==> src/rtl/alu_cmd_controller_if.sv <==
`default_nettype none
// ============================================================================
// Module      : alu_cmd_controller_if
// Description : Bus bundle between the command controller and its UART/ALU
//               environment. The master side is the controller.
// Revision    : 1.0 - initial release
// ============================================================================
interface alu_cmd_controller_if #(
    parameter int N    = 8,
    parameter int OP_W = 6
);
    logic [N-1:0]    rx_data;
    logic            rx_done;
    logic [N-1:0]    alu_result;
    logic            tx_done;
    logic [N-1:0]    reg_a;
    logic [N-1:0]    reg_b;
    logic [OP_W-1:0] alu_op;
    logic [N-1:0]    tx_data;
    logic            tx_start;
    logic [N-1:0]    data_out;
    logic [4:0]      state_output;
    logic            cmd_err;
    logic            rx_overrun;

    modport master (
        input  rx_data, rx_done, alu_result, tx_done,
        output reg_a, reg_b, alu_op, tx_data, tx_start, data_out,
               state_output, cmd_err, rx_overrun
    );

    modport slave (
        output rx_data, rx_done, alu_result, tx_done,
        input  reg_a, reg_b, alu_op, tx_data, tx_start, data_out,
               state_output, cmd_err, rx_overrun
    );
endinterface
`default_nettype wire

==> src/rtl/alu_cmd_controller.sv <==
`default_nettype none
// ============================================================================
// Module      : alu_cmd_controller
// Description : Decodes a UART byte stream into operand/opcode loads and
//               execute commands; launches one UART transmit of the ALU
//               result per execute and reports its one-hot state.
// Revision    : 1.0 - initial release
// ============================================================================
module alu_cmd_controller #(
    parameter int             N        = 8,
    parameter int             OP_W     = 6,
    parameter logic [N-1:0]   CMD_A    = 'h01,
    parameter logic [N-1:0]   CMD_B    = 'h02,
    parameter logic [N-1:0]   CMD_OP   = 'h03,
    parameter logic [N-1:0]   CMD_EXEC = 'h04
) (
    input  logic                 clk,
    input  logic                 reset,
    alu_cmd_controller_if.master bus
);

    // One-hot encoding doubles as the debug/LED output.
    typedef enum logic [4:0] {
        IDLE    = 5'b00001,
        WAIT_A  = 5'b00010,
        WAIT_B  = 5'b00100,
        WAIT_OP = 5'b01000,
        SEND    = 5'b10000
    } state_t;

    state_t          r_state,      w_state_nxt;
    logic [N-1:0]    r_reg_a,      w_reg_a_nxt;
    logic [N-1:0]    r_reg_b,      w_reg_b_nxt;
    logic [OP_W-1:0] r_alu_op,     w_alu_op_nxt;
    logic [N-1:0]    r_tx_data,    w_tx_data_nxt;
    logic            r_tx_start,   w_tx_start_nxt;
    logic [N-1:0]    r_data_out,   w_data_out_nxt;
    logic            r_cmd_err,    w_cmd_err_nxt;
    logic            r_rx_overrun, w_rx_overrun_nxt;

    // State and all outputs are registered; reset wins over everything.
    always_ff @(posedge clk) begin
        if (reset) begin
            r_state      <= IDLE;
            r_reg_a      <= '0;
            r_reg_b      <= '0;
            r_alu_op     <= '0;
            r_tx_data    <= '0;
            r_tx_start   <= 1'b0;
            r_data_out   <= '0;
            r_cmd_err    <= 1'b0;
            r_rx_overrun <= 1'b0;
        end else begin
            r_state      <= w_state_nxt;
            r_reg_a      <= w_reg_a_nxt;
            r_reg_b      <= w_reg_b_nxt;
            r_alu_op     <= w_alu_op_nxt;
            r_tx_data    <= w_tx_data_nxt;
            r_tx_start   <= w_tx_start_nxt;
            r_data_out   <= w_data_out_nxt;
            r_cmd_err    <= w_cmd_err_nxt;
            r_rx_overrun <= w_rx_overrun_nxt;
        end
    end

    // Next-state and next-register decode; pulses default low each cycle.
    always_comb begin
        w_state_nxt      = r_state;
        w_reg_a_nxt      = r_reg_a;
        w_reg_b_nxt      = r_reg_b;
        w_alu_op_nxt     = r_alu_op;
        w_tx_data_nxt    = r_tx_data;
        w_tx_start_nxt   = 1'b0;
        w_data_out_nxt   = r_data_out;
        w_cmd_err_nxt    = 1'b0;
        w_rx_overrun_nxt = r_rx_overrun;

        case (r_state)
            IDLE: begin
                if (bus.rx_done) begin
                    case (bus.rx_data)
                        CMD_A:    w_state_nxt = WAIT_A;
                        CMD_B:    w_state_nxt = WAIT_B;
                        CMD_OP:   w_state_nxt = WAIT_OP;
                        CMD_EXEC: begin
                            // Capture the result now so tx_data is stable
                            // for the whole transmission.
                            w_tx_data_nxt  = bus.alu_result;
                            w_tx_start_nxt = 1'b1;
                            w_state_nxt    = SEND;
                        end
                        default:  w_cmd_err_nxt = 1'b1;
                    endcase
                end
            end
            // The byte after a command is always data, even if it looks
            // like a command code.
            WAIT_A: begin
                if (bus.rx_done) begin
                    w_reg_a_nxt = bus.rx_data;
                    w_state_nxt = IDLE;
                end
            end
            WAIT_B: begin
                if (bus.rx_done) begin
                    w_reg_b_nxt = bus.rx_data;
                    w_state_nxt = IDLE;
                end
            end
            WAIT_OP: begin
                if (bus.rx_done) begin
                    w_alu_op_nxt = bus.rx_data[OP_W-1:0];
                    w_state_nxt  = IDLE;
                end
            end
            SEND: begin
                // Bytes received mid-transmit are lost; flag it until reset.
                if (bus.rx_done) begin
                    w_rx_overrun_nxt = 1'b1;
                end
                if (bus.tx_done) begin
                    w_data_out_nxt = r_tx_data;
                    w_state_nxt    = IDLE;
                end
            end
            default: w_state_nxt = IDLE;
        endcase
    end

    assign bus.reg_a        = r_reg_a;
    assign bus.reg_b        = r_reg_b;
    assign bus.alu_op       = r_alu_op;
    assign bus.tx_data      = r_tx_data;
    assign bus.tx_start     = r_tx_start;
    assign bus.data_out     = r_data_out;
    assign bus.state_output = r_state;
    assign bus.cmd_err      = r_cmd_err;
    assign bus.rx_overrun   = r_rx_overrun;

endmodule
`default_nettype wire
==> src/flat_wrapper.sv <==
// flat-port wrapper written by rule: the top's interface ports become plain ports
module alu_cmd_controller_flat 
#(
    parameter int             N        = 8,
    parameter int             OP_W     = 6,
    parameter logic [N-1:0]   CMD_A    = 'h01,
    parameter logic [N-1:0]   CMD_B    = 'h02,
    parameter logic [N-1:0]   CMD_OP   = 'h03,
    parameter logic [N-1:0]   CMD_EXEC = 'h04
)
  (clk, reset, bus_rx_data, bus_rx_done, bus_alu_result, bus_tx_done, bus_reg_a, bus_reg_b, bus_alu_op, bus_tx_data, bus_tx_start, bus_data_out, bus_state_output, bus_cmd_err, bus_rx_overrun);
  alu_cmd_controller_if #(.N(N), .OP_W(OP_W)) bus_i ();
  input  logic clk;
  input  logic reset;
  input wire logic [$bits(bus_i.rx_data)-1:0] bus_rx_data;
  input wire logic [$bits(bus_i.rx_done)-1:0] bus_rx_done;
  input wire logic [$bits(bus_i.alu_result)-1:0] bus_alu_result;
  input wire logic [$bits(bus_i.tx_done)-1:0] bus_tx_done;
  output wire logic [$bits(bus_i.reg_a)-1:0] bus_reg_a;
  output wire logic [$bits(bus_i.reg_b)-1:0] bus_reg_b;
  output wire logic [$bits(bus_i.alu_op)-1:0] bus_alu_op;
  output wire logic [$bits(bus_i.tx_data)-1:0] bus_tx_data;
  output wire logic [$bits(bus_i.tx_start)-1:0] bus_tx_start;
  output wire logic [$bits(bus_i.data_out)-1:0] bus_data_out;
  output wire logic [$bits(bus_i.state_output)-1:0] bus_state_output;
  output wire logic [$bits(bus_i.cmd_err)-1:0] bus_cmd_err;
  output wire logic [$bits(bus_i.rx_overrun)-1:0] bus_rx_overrun;
  assign bus_i.rx_data = bus_rx_data;
  assign bus_i.rx_done = bus_rx_done;
  assign bus_i.alu_result = bus_alu_result;
  assign bus_i.tx_done = bus_tx_done;
  assign bus_reg_a = bus_i.reg_a;
  assign bus_reg_b = bus_i.reg_b;
  assign bus_alu_op = bus_i.alu_op;
  assign bus_tx_data = bus_i.tx_data;
  assign bus_tx_start = bus_i.tx_start;
  assign bus_data_out = bus_i.data_out;
  assign bus_state_output = bus_i.state_output;
  assign bus_cmd_err = bus_i.cmd_err;
  assign bus_rx_overrun = bus_i.rx_overrun;
  alu_cmd_controller #(.N(N), .OP_W(OP_W), .CMD_A(CMD_A), .CMD_B(CMD_B), .CMD_OP(CMD_OP), .CMD_EXEC(CMD_EXEC)) u_core (.clk(clk), .reset(reset), .bus(bus_i));
endmodule
==> config.mk <==
export PLATFORM = sky130hd
export DESIGN_NAME = alu_cmd_controller_flat
export DESIGN_NICKNAME = d
export VERILOG_FILES = /design/src/rtl/alu_cmd_controller_if.sv /design/src/rtl/alu_cmd_controller.sv /design/src/flat_wrapper.sv
export SDC_FILE = /design/constraint.sdc
export NUM_CORES = 1
export LEC_CHECK = 0
export BUFFER_PORTS_ARGS = -buffer_cell sky130_fd_sc_hd__buf_4
export CAP_MARGIN = 20
export CORE_AREA = 4 4 83 85
export CTS_BUF_LIST = sky130_fd_sc_hd__clkbuf_2
export CTS_CLUSTER_SIZE = 12
export DETAILED_ROUTE_END_ITERATION = 10
export DIE_AREA = 0 0 87 89
export PLACE_DENSITY_LB_ADDON = 0.1
export SYNTH_ARGS = -nofsm -noshare
export SYNTH_HDL_FRONTEND = slang
export SYNTH_SLANG_ARGS = --single-unit
==> constraint.sdc <==
create_clock -name clk -period 4.6 [get_ports clk]
set_input_delay 0 -clock clk [delete_from_list [all_inputs] [get_ports clk]]
set_output_delay 0 -clock clk [all_outputs]
set_load 0.02 [all_outputs]
After elaboration in Yosys (flattened, before gate mapping):

Index checks and enable logic that the tools add are counted.
Widths: inputs -> output; s select.

* eq/ne operators: 13
* mux-type cells: 7
* bitwise logic cells: 2
* reductions and logical operators: 10

Operators by type and width (count)
* $pmux 5 s4: 1
* $eq 8x2->1 const B: 2
* $mux 5: 3
* $pmux 5 s3: 1
* $reduce_and 2->1: 5
* $eq 8x1->1 const B: 1
* $eq 8x3->1 const B: 1
* $reduce_or 3->1: 2
* $eq 5x1->1 const B: 1
* $eq 5x2->1 const B: 1
* $eq 5x3->1 const B: 1
* $eq 5x4->1 const B: 1
* $eq 5x5->1 const B: 1
* $ne 5x5->1 const B: 1
* $ne 2x2->1 const B: 2
* $reduce_and 4->1: 1
* $reduce_or 4->1: 1
* $reduce_and 3->1: 1
* $mux 1: 2
* $ne 2x1->1 const B: 1
* $not 1->1: 2

* flip-flop bits (word level): 46
* input port bits: 20
* output and inout bits: 46
* logic and storage cells: 41

Longest topological paths before layout:

* depth in word-level cells: 4
* gate-level depth with buffers: 7
* depth with buffers taken out: 5

Least setup slack after synthesis:

OpenSTA, ideal clock, no wires.

* path kind: register -> register
* start: register u_core.r_state[2], in the netlist u_core.bus.state_output[2]
* end: register u_core.r_tx_data[0], in the netlist u_core.bus.tx_data[0]
* setup time: 0.128 ns
* arrival time: 1.535 ns
* required time: 4.472 ns
* slack: 2.937 ns
* stages on the path, launching flop included: 8
* path buffers: 2
* clock period less this slack: 1.663 ns
* cell sequence: dfxtp_1 > clkbuf_1 > nor2_1 > nand3_1 > nor4_4 > buf_6 > mux2i_1 > nor2_1

* longest elaborated chain between the ends: 2

Ends and longest elaborated chain
* from (decl): RTL line alu_cmd_controller.sv:31 `state_t r_state, w_state_nxt;`
* from (signal assigned): RTL line alu_cmd_controller.sv:54 `r_state <= w_state_nxt;`
* $eq 5x1->1: RTL line alu_cmd_controller.sv:78 `case (r_state)`
* $reduce_and 3->1 (no source line)
* to (signal assigned): RTL line alu_cmd_controller.sv:58 `r_tx_data <= w_tx_data_nxt;`
* to (decl): RTL line alu_cmd_controller.sv:35 `logic [N-1:0] r_tx_data, w_tx_data_nxt;`

No other way between the ends.
A chain may end at the register's enable or synchronous reset.

Final worst setup path:

* start: input port bus_rx_data[5]
* end: register u_core.r_tx_data[4], in the netlist u_core.bus.tx_data[4]

* longest elaborated chain between the ends: 2

Ends and longest elaborated chain
* from (decl): RTL line flat_wrapper.sv:15 `input wire logic [$bits(bus_i.rx_data)-1:0] bus_rx_data;`
* $eq 8x3->1: RTL line alu_cmd_controller.sv:81 `case (bus.rx_data)`
* $reduce_and 3->1 (no source line)

No other way between the ends.

==> flow_summary.toml <==
[die]
placementRows = 29
pin_count = 66
core_region_area_sq_um = 6205
die_h_microns = 89
dieArea_sq_um = 7743
start_util_pct = 28.90
die_w_microns = 87

[worst_setup_path]
start_kind = "input pin"
cp_max_fo = 10
worstPathRequired_ns = 4.89
endpoint_kind = "flip-flop"
path_class = "input pin to flip-flop"
cp.arrival_ns = 2.43

[route]
drtIter0Drc = 64
vias = 1591
avgViaCountPerCell = 4.612
dr.pass1.iters = 4
drc = 0
wire_per_inst_microns = 13.52
route.antenna.remaining_nets = 0
routed_wirelength_mm = 4.664

[final_layout]
antenna-diode-count = 0
fillers = 643
seqCellArea_sq_um = 920.9
final_cell_area_sq_um = 2547
drive_gt1_share_pct = 27.99
multi_input_area_sq_um = 823.3
final_cells = 345
fin_nets = 288
syn2layout_area_growth_pct = 42.08

[sta]
hold_violations = 0
fin_crit_sh_pct = 46.57
rsz0062_at_grt = "no"
finalWorstSetupSlack_ns = 2.458
final.setup.tns_ns = 0
setup_viol = 0
slew_headroom_pct = 46.13
finClkSkew_ns = 0.01191
drv_slew = 0
worstMarginPinSlew_ns = 0.8020
period_minus_slack_ns = 2.142
fmax_mhz = 466.9

[placement]
dp_hpwl_mm = 3.274
place_ws_ns = 2.540
dp.cells = 320
placed_area_sq_um = 2332
portBuffers = 65
routabilityCongestion = 0.7202

[clock_tree]
cts_root_buffer = "clkbuf_2"
htree_levels = 2
numCtsBuffers = 5
cts_buffer_depth = 2
clock-sinks = 46
cts_tree = "built"
cts.clk_slew.worst_paths_ns = 0.21
insertion_delay_ns = 0.39

[power]
cellPowerDensity_nw_per_um2 = 254.3
peakVddDrop_mv = 0.1490
leakage_nw = 1.208

[yosys]
synth-edff-count = 0
avgSynthCellArea_sq_um = 9.537
yosys_warnings = 0
yosysSeqAreaShare_pct = 51.36
synth_cell_types = 30
synth_top_area_cell = "dfxtp_1"
syn-num-nets = 208
syn_inst = 188
synth_seq_cells = 46
syn_area_sq_um = 1793
yosys-top-cells-count = "46 x dfxtp_1, 39 x nor2_1, 32 x mux2i_1, 11 x nand3_1"
async_flop_share_pct = 0
synth_area_leaders = "dfxtp_1 51%, mux2i_1 18%, nor2_1 8.2%"
ys.flop_type = "dfxtp_1"
synth_most_common_cell = "dfxtp_1"
synth_top_cell_area_share_pct = 51.36

[run]
cap_violations = 0

[status]
status = "completed"

[global_routing]
overflow = 0
grt_start_max_net_pins = 49
grt_pass1_vias = 1462
gr-usage-all-layers_pct = 12.48
grt_antenna_before_repair = 0
grt_first_pass_wirelength_mm = 7.521

[worst_hold_path]
hold_class = "input pin to flip-flop"
-- layout by cell type, fill, tap and decap left out, types with 2 or more instances in the layout --
| master | instances |
|---|---|
| buf_4 | 65 |
| dfxtp_1 | 46 |
| nor2_1 | 39 |
| mux2i_1 | 32 |
| dlygate4sd3_1 | 18 |
| nand3_1 | 11 |
| nand2_1 | 10 |
| a21oi_1 | 10 |
| clkbuf_2 | 7 |
| nor3_1 | 5 |
| nand2b_1 | 3 |
| nand4_1 | 2 |
| nor2b_1 | 2 |
-- power by group --
part | switching [mW] | internal (mW) | total, mW | leakage [nW]
clock network | 0.123 | 0.0396 | 0.162 | 0.0291
logic | 0.0394 | 0.0375 | 0.0769 | 0.808
registers | 0.00508 | 0.404 | 0.409 | 0.371
total | 0.167 | 0.481 | 0.648 | 1.21
-- layer usage --
metal | share of wire [%] | track usage, % | up-vias
met4 | 1.2 | 3.824 | 0
met1 | 45 | 16.62 | 743
met5 | 0 | 0 | -
met2 | 48 | 19.60 | 43
met3 | 6.0 | 3.594 | 6
li1 | - | - | 799
-- sequential cells by signal, summed over array words and instances (netlist names) --
signal                   count
u_core.bus.cmd_err           1
u_core.bus.reg_a             8
u_core.bus.state_output      5
u_core.bus.tx_data           8
u_core.bus.tx_start          1
u_core.bus.reg_b             8
u_core.bus.alu_op            6
u_core.bus.rx_overrun        1
u_core.bus.data_out          8
-- final timing paths --
| path | depth (start not counted) | start | to | slack [ns] |
|---|---|---|---|---|
| max | 7 | bus_rx_data[5] | u_core.bus.tx_data[4] | 2.46 |
| min | 2 | reset | u_core.bus.reg_b[7] | 0.04 |
| min reg2reg | 2 | u_core.bus.data_out[4] | u_core.bus.data_out[4] | 0.48 |
| max reg2reg | 5 | u_core.bus.state_output[3] | u_core.bus.tx_data[4] | 2.54 |
-- metrics by stage --
step | hold slack [ns] | power [mW] | util [%]
after floorplan | 0.1439 | 0.4520 | -
after global placement | 0.2360 | 0.4829 | 37.59
after detailed placement | 0.2485 | 0.4816 | 37.59
after CTS | 0.004846 | 0.6573 | 41.06
after global routing | 0.009755 | 0.6817 | 41.06
final | 0.03871 | 0.6479 | 41.06
-- critical path, stage by stage --
cell	delay, ns
dlygate4sd3_1	0.54
buf_4	0.15
or3_1	0.39
or3_4	0.36
nor4_4	0.68
mux2i_1	0.27
nor2_1	0.05
-- cells by family (layout without fill, tap and decap cells) --
family,after synthesis,count (layout),share of synthesized area (%)
compound gates,18,18,6.072
xor+xnor,1,1,0.4886
flops,46,46,51.36
buf+inv,11,91,2.721
simple gates,80,80,21.49
mux,32,32,17.86
-- cell type report --
class                      instances  area share, %
timing repair buffer              83          26.23
inverter                           1         0.1473
tap                               77          3.782
multi-input combinational        131          32.32
sequential                        46          36.15
clock buffer                       7          1.375
-- repair_timing --
action,in CTS,in global routing
hold buffers,18,0
endpoints found under the hold margin,43,0
buffers inserted,0,0
resized for setup,0,0
Note: power is estimated with default switching activity, not from simulation.
